<file path="config.mk">
export PLATFORM = sky130hd
export DESIGN_NAME = multdiv_sequencer_flat
export DESIGN_NICKNAME = d
export VERILOG_FILES = /design/src/rtl/multdiv_sequencer_if.sv /design/src/rtl/multdiv_sequencer.sv /design/src/flat_wrapper.sv
export SDC_FILE = /design/constraint.sdc
export NUM_CORES = 1
export LEC_CHECK = 0
export BUFFER_PORTS_ARGS = -buffer_cell sky130_fd_sc_hd__buf_2
export CORE_MARGIN = 5
export CORE_UTILIZATION = 39
export DETAILED_ROUTE_END_ITERATION = 8
export GPL_ROUTABILITY_DRIVEN = 0
export GPL_TIMING_DRIVEN = 0
export PLACE_DENSITY = 0.85
export SETUP_SLACK_MARGIN = 0.2
export SLEW_MARGIN = 15
export SYNTH_ARGS = -nofsm -noshare
export SYNTH_HDL_FRONTEND = slang
export SYNTH_SLANG_ARGS = --single-unit
</file>
<file path="constraint.sdc">
create_clock -name clock -period 1.99 [get_ports clock]
set_input_delay 0.2985 -clock clock [delete_from_list [all_inputs] [get_ports clock]]
set_output_delay 0.2985 -clock clock [all_outputs]
set_load 0.1 [all_outputs]
</file>
<file path="src/rtl/multdiv_sequencer_if.sv">
// Signal bundle between the X-stage pipeline/multdiv unit and the multdiv sequencer.
// The slave modport is the sequencer's view; the master modport is the pipeline and multdiv-unit side.
interface multdiv_sequencer_if;
  // Handshake: md_ready qualifies md_result/md_exception for exactly the cycle it is high.
  // result_valid qualifies result/result_rd/result_exc/exc_code for exactly one cycle.
  // Neither side can apply backpressure; ctrl_mult/ctrl_div are single-cycle start pulses.
  logic [31:0] dx_ir;
  logic        dx_valid;
  logic        flush;
  logic [31:0] md_result;
  logic        md_exception;
  logic        md_ready;
  logic        ctrl_mult;
  logic        ctrl_div;
  logic        stall;
  logic        xm_bubble;
  logic [31:0] result;
  logic [4:0]  result_rd;
  logic        result_valid;
  logic        result_exc;
  logic [31:0] exc_code;
  logic [1:0]  state_dbg;

  modport slave (
    input  dx_ir, dx_valid, flush, md_result, md_exception, md_ready,
    output ctrl_mult, ctrl_div, stall, xm_bubble, result, result_rd,
           result_valid, result_exc, exc_code, state_dbg
  );

  modport master (
    output dx_ir, dx_valid, flush, md_result, md_exception, md_ready,
    input  ctrl_mult, ctrl_div, stall, xm_bubble, result, result_rd,
           result_valid, result_exc, exc_code, state_dbg
  );
endinterface

</file>
<file path="src/rtl/multdiv_sequencer.sv">
// Sequences an iterative mul/div unit from the DX latch: start pulse, pipeline stall,
// bounded wait for the result, then a one-cycle DONE presenting result and status.
module multdiv_sequencer #(
  parameter int MAX_CYCLES = 40,
  parameter int CNT_W      = 6
) (
  input  logic               clock,
  input  logic               reset,
  multdiv_sequencer_if.slave bus
);

  typedef enum logic [1:0] {
    IDLE = 2'b00,
    BUSY = 2'b01,
    DONE = 2'b10
  } state_t;

  state_t           state;
  logic [CNT_W-1:0] cnt;
  logic             op_mul;
  logic [31:0]      result_q;
  logic [4:0]       rd_q;
  logic             exc_q;
  logic [31:0]      code_q;

  logic is_mul;
  logic is_div;
  logic match;
  logic unused_ir;

  always_comb begin
    is_mul = (bus.dx_ir[31:27] == 5'b00000) && (bus.dx_ir[6:2] == 5'b00110);
    is_div = (bus.dx_ir[31:27] == 5'b00000) && (bus.dx_ir[6:2] == 5'b00111);
    match  = bus.dx_valid && !bus.flush && (is_mul || is_div);
  end

  assign unused_ir = ^{bus.dx_ir[21:7], bus.dx_ir[1:0]};

  // Combinational outputs are gated by reset so nothing leaks out while it is held low.
  assign bus.ctrl_mult    = reset && (state == IDLE) && match && is_mul;
  assign bus.ctrl_div     = reset && (state == IDLE) && match && is_div;
  assign bus.stall        = reset && (((state == IDLE) && match) || (state == BUSY));
  assign bus.xm_bubble    = reset && (((state == IDLE) && match) || (state == BUSY));
  assign bus.result_valid = reset && (state == DONE);
  assign bus.result       = result_q;
  assign bus.result_rd    = rd_q;
  assign bus.result_exc   = exc_q;
  assign bus.exc_code     = code_q;
  assign bus.state_dbg    = state;

  always_ff @(posedge clock or negedge reset) begin
    if (!reset) begin
      state    <= IDLE;
      cnt      <= '0;
      op_mul   <= 1'b0;
      result_q <= '0;
      rd_q     <= '0;
      exc_q    <= 1'b0;
      code_q   <= '0;
    end else begin
      case (state)
        IDLE: begin
          if (match) begin
            op_mul <= is_mul;
            rd_q   <= bus.dx_ir[26:22];
            cnt    <= '0;
            state  <= BUSY;
          end
        end
        BUSY: begin
          cnt <= cnt + CNT_W'(1);
          // A killed instruction abandons the operation even if its result lands now.
          if (bus.flush) begin
            state <= IDLE;
          end else if (bus.md_ready) begin
            result_q <= bus.md_result;
            exc_q    <= bus.md_exception;
            code_q   <= bus.md_exception ? (op_mul ? 32'd4 : 32'd5) : 32'd0;
            state    <= DONE;
          end else if (cnt == CNT_W'(MAX_CYCLES - 1)) begin
            result_q <= '0;
            exc_q    <= 1'b1;
            code_q   <= 32'd6;
            state    <= DONE;
          end
        end
        DONE:    state <= IDLE;
        default: state <= IDLE;
      endcase
    end
  end

endmodule
</file>
<file path="src/flat_wrapper.sv">
// flat-port wrapper written by rule: the top's interface ports become plain ports
module multdiv_sequencer_flat 
#(
  parameter int MAX_CYCLES = 40,
  parameter int CNT_W      = 6
)
  (clock, reset, bus_dx_ir, bus_dx_valid, bus_flush, bus_md_result, bus_md_exception, bus_md_ready, bus_ctrl_mult, bus_ctrl_div, bus_stall, bus_xm_bubble, bus_result, bus_result_rd, bus_result_valid, bus_result_exc, bus_exc_code, bus_state_dbg);
  multdiv_sequencer_if bus_i ();
  input  logic clock;
  input  logic reset;
  input wire logic [$bits(bus_i.dx_ir)-1:0] bus_dx_ir;
  input wire logic [$bits(bus_i.dx_valid)-1:0] bus_dx_valid;
  input wire logic [$bits(bus_i.flush)-1:0] bus_flush;
  input wire logic [$bits(bus_i.md_result)-1:0] bus_md_result;
  input wire logic [$bits(bus_i.md_exception)-1:0] bus_md_exception;
  input wire logic [$bits(bus_i.md_ready)-1:0] bus_md_ready;
  output wire logic [$bits(bus_i.ctrl_mult)-1:0] bus_ctrl_mult;
  output wire logic [$bits(bus_i.ctrl_div)-1:0] bus_ctrl_div;
  output wire logic [$bits(bus_i.stall)-1:0] bus_stall;
  output wire logic [$bits(bus_i.xm_bubble)-1:0] bus_xm_bubble;
  output wire logic [$bits(bus_i.result)-1:0] bus_result;
  output wire logic [$bits(bus_i.result_rd)-1:0] bus_result_rd;
  output wire logic [$bits(bus_i.result_valid)-1:0] bus_result_valid;
  output wire logic [$bits(bus_i.result_exc)-1:0] bus_result_exc;
  output wire logic [$bits(bus_i.exc_code)-1:0] bus_exc_code;
  output wire logic [$bits(bus_i.state_dbg)-1:0] bus_state_dbg;
  assign bus_i.dx_ir = bus_dx_ir;
  assign bus_i.dx_valid = bus_dx_valid;
  assign bus_i.flush = bus_flush;
  assign bus_i.md_result = bus_md_result;
  assign bus_i.md_exception = bus_md_exception;
  assign bus_i.md_ready = bus_md_ready;
  assign bus_ctrl_mult = bus_i.ctrl_mult;
  assign bus_ctrl_div = bus_i.ctrl_div;
  assign bus_stall = bus_i.stall;
  assign bus_xm_bubble = bus_i.xm_bubble;
  assign bus_result = bus_i.result;
  assign bus_result_rd = bus_i.result_rd;
  assign bus_result_valid = bus_i.result_valid;
  assign bus_result_exc = bus_i.result_exc;
  assign bus_exc_code = bus_i.exc_code;
  assign bus_state_dbg = bus_i.state_dbg;
  multdiv_sequencer #(.MAX_CYCLES(MAX_CYCLES), .CNT_W(CNT_W)) u_core (.clock(clock), .reset(reset), .bus(bus_i));
endmodule
</file>
==> run metrics, run 1 <==
run status finished with violations; failing checks hold timing, setup timing; Post-Syn Instances 251; power consumption approximately 2200 uW; Hold Path Class primary input to async pin; dpl cells about 460; crit start category flop; global-route wire length before repair ~11 mm; met1 WL between 2 and 3 mm; Top FF cell, synth dfrtp_1; I/O pin count approximately 150; post-route clock period utilization 136.5%; Rows 29; vias in the first global route 2165; initial drt markers 47; via count 2243; clock sink count between 40 and 50; I/O Buffers 100; # H-tree levels 2; commonest non-fill, non-tap cell in the layout buf_2; Max Slew Vio Count 0; Skew-Pair Late Insertion Delay 0.30 ns; Detail Route Antenna Nets 0; static leakage 0.002046 uW; Worst VDD drop 0.3793 mV; Die X 89.78 um; syn_area_per_cell 9.890 sq um; core area roughly 0.0063 sq mm; Overall Global Routing Usage 16.10%; crit path max fanout 3; clock root buffer clkbuf_8; critical path arrival 2.42 ns; Top Metal Used met4; YS warnings 0; Worst Reg-to-Reg Cells 8; Tmin final 2.717 ns; CP Capture Type primary output; largest net degree at the start of global routing 54; clk_skew 0.01109 ns; fin nets around 470; number of synthesized flops with an enable pin 0; CTS tree built; Die H 89.78 um; max-cap violations 0; Area growth, synth to finish 49.34%; CTS Buffer Depth 2; synth unique cells 39; Cell Pwr Density ~580 mW/mm^2; Post-Route WL 6.756 mm; fmax 0.3681 GHz; antenna violations before repair 0; Synth async-reset ratio between 90% and 100%; CP required 1.69 ns; unrepaired setup endpoints after global routing true; final setup fails 16; GRT overflow 0; type of the worst setup path flop to primary output; Post-Syn Area 0.002482 sq mm; most frequent cells in the layout buf_2 (94), dfrtp_1 (47), buf_4 (44); Via density 4.673; cts bufs inserted 5; DR WL/cell 14.08 um; DR DRC count 0; CTS clk-pin slew, worst paths 0.09 ns; die area 0.008060 sq mm; antenna cell count 0; Worst Slack Setup Final -0.7269 ns; detailed placement HPWL 4.804 mm; sequential share of the synthesized area approximately half; share of cells above drive strength 1 48.88%; hold_ws -0.05899 ns; metal3 WL 559 um; Fin. Hold Viols 49; synthesis-stage register bit count between 40 and 50; first drt pass iteration count 4; non-filler instance count after layout 480; starting density of the core between 30% and 40%; Met2 Routed Length around 3.4 mm
cells in the mapped netlist (3+ instances only):
library cell   n  area [sq um]
mux2_2         3         33.78
o21ai_0       37         185.2
inv_1         36         135.1
clkbuf_1      11         41.29
or4_1          3         22.52
nor2b_1        4         25.02
dfrtp_1       49          1226
buf_4         31         232.7
a22oi_1       32         240.2
nand2_1        8         30.03
cells by family (layout without fill, tap and decap cells):
| family | count (synthesis) | count (layout) | share of synthesized area [%] |
|---|---|---|---|
| AOI/OAI and AO/OA | 80 | 80 | 20.46 |
| buffers and inverters | 80 | 204 | 17.09 |
| DFF | 49 | 49 | 49.40 |
| and+or+nand+nor | 34 | 34 | 9.426 |
| muxes | 6 | 6 | 2.974 |
| adders and majority gates | 1 | 1 | 0.5040 |
| other | 1 | 29 | 0.1511 |
metrics by stage:
step / area, sq um / hold slack, ns / setup TNS [ns] / setup WS [ns] / util, %
final: 3707 / -0.05899 / -5.814 / -0.7269 / 59.06
after global routing: 3707 / -0.01764 / -6.753 / -0.7837 / 59.06
after CTS: 3546 / -0.05417 / -3.734 / -0.7358 / 56.49
after detailed placement: 3262 / 0.4887 / -5.092 / -0.6775 / 51.96
after global placement: 3262 / 0.4863 / -4.710 / -0.6756 / 51.96
after floorplan: 2665 / 0.002909 / -3.843 / -0.9738 / -
per-layer routing:
layer | global-route usage (%) | up-vias
li1 | - | 1110
met1 | 20.10 | 1044
met2 | 26.83 | 84
met3 | 5.676 | 5
met4 | 3.401 | 0
met5 | 0 | -
final cells by class:
| class | instances | area [sq um] |
|---|---|---|
| multi-input combinational | 150 | 1056 |
| sequential | 49 | 1234 |
| tap | 77 | 96.34 |
| timing repair buffer | 116 | 704.4 |
| buffer | 44 | 374.1 |
| clock inverter | 2 | 35.03 |
| fill | 543 | 2570 |
| clock buffer | 6 | 72.57 |
| inverter | 36 | 135.1 |
what timing repair did:
| item | CTS | global route |
|---|---|---|
| hold endpoints to repair | 49 | 49 |
| endpoints found under the setup margin | 49 | 49 |
| setup buffers | 7 | 9 |
| pin swaps | 3 | 6 |
| gates resized for setup | 37 | 47 |
state kept, by name (all words and copies together) (netlist names):
register / count
u_core.bus.result_rd: 5
u_core.bus.result: 32
u_core.op_mul: 1
u_core.bus.state_dbg: 2
u_core.cnt: 6
u_core.bus.exc_code: 3
worst max-delay path, stage by stage (launching register included):
cell      delay, ns
dfrtp_4        0.49
or4b_4         0.53
or4_4          0.59
a21boi_4       0.23
buf_12         0.12
buf_12         0.16
path summary, 6_finish.rpt:
path                            slack (ns)                      end                    start
worst max-delay path                 -0.73            bus_xm_bubble  u_core.bus.state_dbg[1]
worst min-delay path                 -0.06  u_core.bus.result_rd[2]                    reset
worst max register to register       -0.36  u_core.bus.result_rd[2]  u_core.bus.state_dbg[1]
worst min register to register        0.51  u_core.bus.result_rd[4]  u_core.bus.result_rd[4]
max in group asynchronous             1.69  u_core.bus.state_dbg[1]                    reset
min in group clock                    0.22    u_core.bus.result[14]        bus_md_result[14]
power breakdown:
group          internal, uW  switching, uW  total (uW)  leakage, uW
clock network           373            313         686    0.0000552
registers              1000           10.9        1020     0.000468
logic                   111            338         449      0.00152
Note: power is estimated with default switching activity, not from simulation.
==> run 2: changes to the inputs <==
--- a/config.mk
+++ b/config.mk
@@ -7,11 +7,12 @@
 export LEC_CHECK = 0
 export BUFFER_PORTS_ARGS = -buffer_cell sky130_fd_sc_hd__buf_2
 export CORE_MARGIN = 5
-export CORE_UTILIZATION = 39
+export CORE_UTILIZATION = 41
+export CTS_BUF_LIST = sky130_fd_sc_hd__clkbuf_4 sky130_fd_sc_hd__clkbuf_8
 export DETAILED_ROUTE_END_ITERATION = 8
 export GPL_ROUTABILITY_DRIVEN = 0
 export GPL_TIMING_DRIVEN = 0
-export PLACE_DENSITY = 0.85
+export PLACE_DENSITY = 0.88
 export SETUP_SLACK_MARGIN = 0.2
 export SLEW_MARGIN = 15
 export SYNTH_ARGS = -nofsm -noshare
==> run 2 against run 1 <==
The flow still finishes with violations (hold timing, setup timing). Die area fell by 4.3%. Cell count rose by 0.21%. Highest routed layer unchanged. Cell area rose by 6.6%. Sequential cell count did not move. Hold slack improved by 0.010 ns. Core utilization rose by 7.7 points. Clock power fell by 13%. Clock skew fell by 0.0087 ns. Critical path depth did not move. Worst setup slack improved by 0.016 ns. Count of clock-buffer cells in the layout rose by 2. Routed wire length rose by 0.43%. Largest power group unchanged.
==> run metrics, run 2 (synthesis gave the netlist of run 1 again) <==
detailed placement HPWL 4.572 mm (was 4.804 mm); max_slew headroom 66.49%; max reg flops 32 (unchanged); CTS clk-pin slew, worst paths 0.08 ns (was 0.09 ns); core area 0.005921 sq mm (was 0.006277 sq mm); most frequent cells in the layout buf_2 (93), dfrtp_1 (47), buf_4 (38) (was buf_2 (94), dfrtp_1 (47), buf_4 (44)); Hold Path Class primary input to async pin (unchanged); Tmin final 2.701 ns (was 2.717 ns); pre-CTS setup slack -0.6855 ns (was -0.6775 ns); crit path max fanout 3 (unchanged); Int Power 1402 uW (was 1489 uW); clock sink count 49 (unchanged); static leakage 0.002112 uW (was 0.002046 uW); I/O pin count 147 (unchanged); crit start category flop (unchanged); Worst Slack Setup Final -0.7107 ns (was -0.7269 ns); Sw Ratio 31.88% (was 30.76%); CTS tree built (unchanged); starting density of the core 41.93% (was 39.55%); Seq pwr share 49.3% (was 47.2%); Detail Route Antenna Nets 0 (unchanged); CTS Buffer Depth 2 (unchanged); max-cap violations 0 (unchanged); Via density 4.705 (was 4.673); Max stage delay cell, worst path or4_4 (unchanged); unrepaired setup endpoints after global routing true (unchanged); Cell Pwr Density 521.0 mW/mm^2 (was 580.1 mW/mm^2); hold_ws -0.04901 ns (was -0.05899 ns); failing checks hold timing, setup timing (unchanged); post-route cell area 0.003951 sq mm (was 0.003707 sq mm); commonest non-fill, non-tap cell in the layout buf_2 (unchanged); CP Capture Type primary output (unchanged); dpl cells 454 (was 456); final setup fails 16 (unchanged); post-route clock period utilization 135.7% (was 136.5%); Rows 28 (was 29); DR DRC count 0 (unchanged); Die X 87.81 um (was 89.78 um); Largest delay share family, worst path simple AND/OR/NAND/NOR gates (unchanged); # H-tree levels 2 (unchanged); Buffers & Inverters on Critical Path 2 (unchanged); CP cell instances or4b_4 > or4_4 > a21boi_4 > buf_12 > buf_12 (unchanged); Area growth, synth to finish 59.17% (was 49.34%); Skew-Pair Late Insertion Delay 0.29 ns (was 0.30 ns); largest net degree at the start of global routing 54 (unchanged); clk_skew 0.002422 ns (was 0.01109 ns); Die H 87.81 um (was 89.78 um); via count 2263 (was 2243); share of cells above drive strength 1 55.42% (was 48.88%); Fin. Hold Viols 49 (unchanged); Worst VDD drop 0.2819 mV (was 0.3793 mV); fin nets 476 (was 473); Max Slew Vio Count 0 (unchanged); fin util 66.74% (was 59.06%); Gate power share 21.7% (was 20.9%); GRT overflow 0 (unchanged); critical path arrival 2.40 ns (was 2.42 ns); Placed Area 0.003259 sq mm (was 0.003262 sq mm); run status finished with violations (unchanged); fmax 0.3703 GHz (was 0.3681 GHz); antenna cell count 0 (unchanged); Post-Route WL 6.785 mm (was 6.756 mm); CP max stage delay 0.61 ns (was 0.59 ns); first drt pass iteration count 4 (unchanged); non-filler instance count after layout 481 (was 480); type of the worst setup path flop to primary output (unchanged); CP required 1.69 ns (about the same); clock root buffer clkbuf_8 (unchanged); die area 0.007711 sq mm (was 0.008060 sq mm); clock network power share 29.0% (was 31.9%); DR WL/cell 14.11 um (was 14.08 um); antenna violations before repair 0 (unchanged); Least-Margin Pin Slew 0.5026 ns; global-route wire length before repair 9.998 mm (was 10.88 mm); I/O Buffers 100 (unchanged); most frequent CP cell buf_12 (unchanged); cts bufs inserted 5 (unchanged); vias in the first global route 2131 (was 2165); Overall Global Routing Usage 16.42% (was 16.10%); initial drt markers 59 (was 47); P_sw 656.3 uW (was 661.5 uW)
run 2: worst register-to-register path: stages, from the launching register on:
cell and delay [ns]:
dfrtp_4 0.49, or4b_4 0.53, buf_4 0.15, buf_6 0.11, nor4_4 0.28, buf_6 0.14, buf_4 0.10, buf_8 0.11
mux2_4 0.29
run 2: metrics by stage:
stage,hold slack (ns),power [uW],setup TNS [ns]
floorplan,0.002909,1372,-3.843
global placement,0.4867,1455,-2.949
detailed placement,0.4921,1460,-3.248
CTS,-0.04351,2063,-3.177
global route,-0.02680,2143,-6.473
finish,-0.04901,2059,-5.459
run 2: timing repair:
item,4_1_cts,5_1_grt
hold endpoints to repair,49,49
resized for setup,74,67
buffers inserted,6,9
endpoints found under the setup margin,49,52
pin swaps,3,31
gates cloned,2,2
run 2: cell type report:
class	count	area (sq um)
buffer	44	431.7
clock buffer	8	91.34
fill	451	1969
inverter	36	135.1
multi-input combinational	150	1186
sequential	49	1234
tap	75	93.84
timing repair buffer	119	779.5
run 2: power groups by stage:
stage / sequential, uW / combinational (uW) / clock, uW
3_5_place_dp: 1030 / 426 / 0
5_1_grt: 1020 / 471 / 654
3_3_place_gp: 1030 / 422 / 0
6_report: 1020 / 447 / 596
2_1_floorplan: 1050 / 324 / 0
4_1_cts: 1010 / 435 / 614
run 2: per-layer routing:
| metal | global-route usage [%] | vias up | wire length, um |
|---|---|---|---|
| met5 | 0 | - | 0 |
| met4 | 3.208 | 0 | 42 |
| met3 | 4.421 | 5 | 642 |
| met2 | 26.78 | 97 | 3199 |
| met1 | 22.14 | 1054 | 2901 |
| li1 | - | 1107 | - |
run 2: path summary, 6_finish.rpt:
check	endpoint	start	cells past startpoint	slack, ns
max	bus_xm_bubble	u_core.bus.state_dbg[1]	5	-0.71
min	u_core.bus.exc_code[2]	reset	1	-0.05
max reg2reg	u_core.bus.result_rd[2]	u_core.bus.state_dbg[1]	8	-0.32
min reg2reg	u_core.bus.result_rd[1]	u_core.bus.result_rd[1]	1	0.51
max in group asynchronous	u_core.bus.state_dbg[0]	reset	1	1.68
min in group clock	u_core.bus.result[17]	bus_md_result[17]	3	0.23
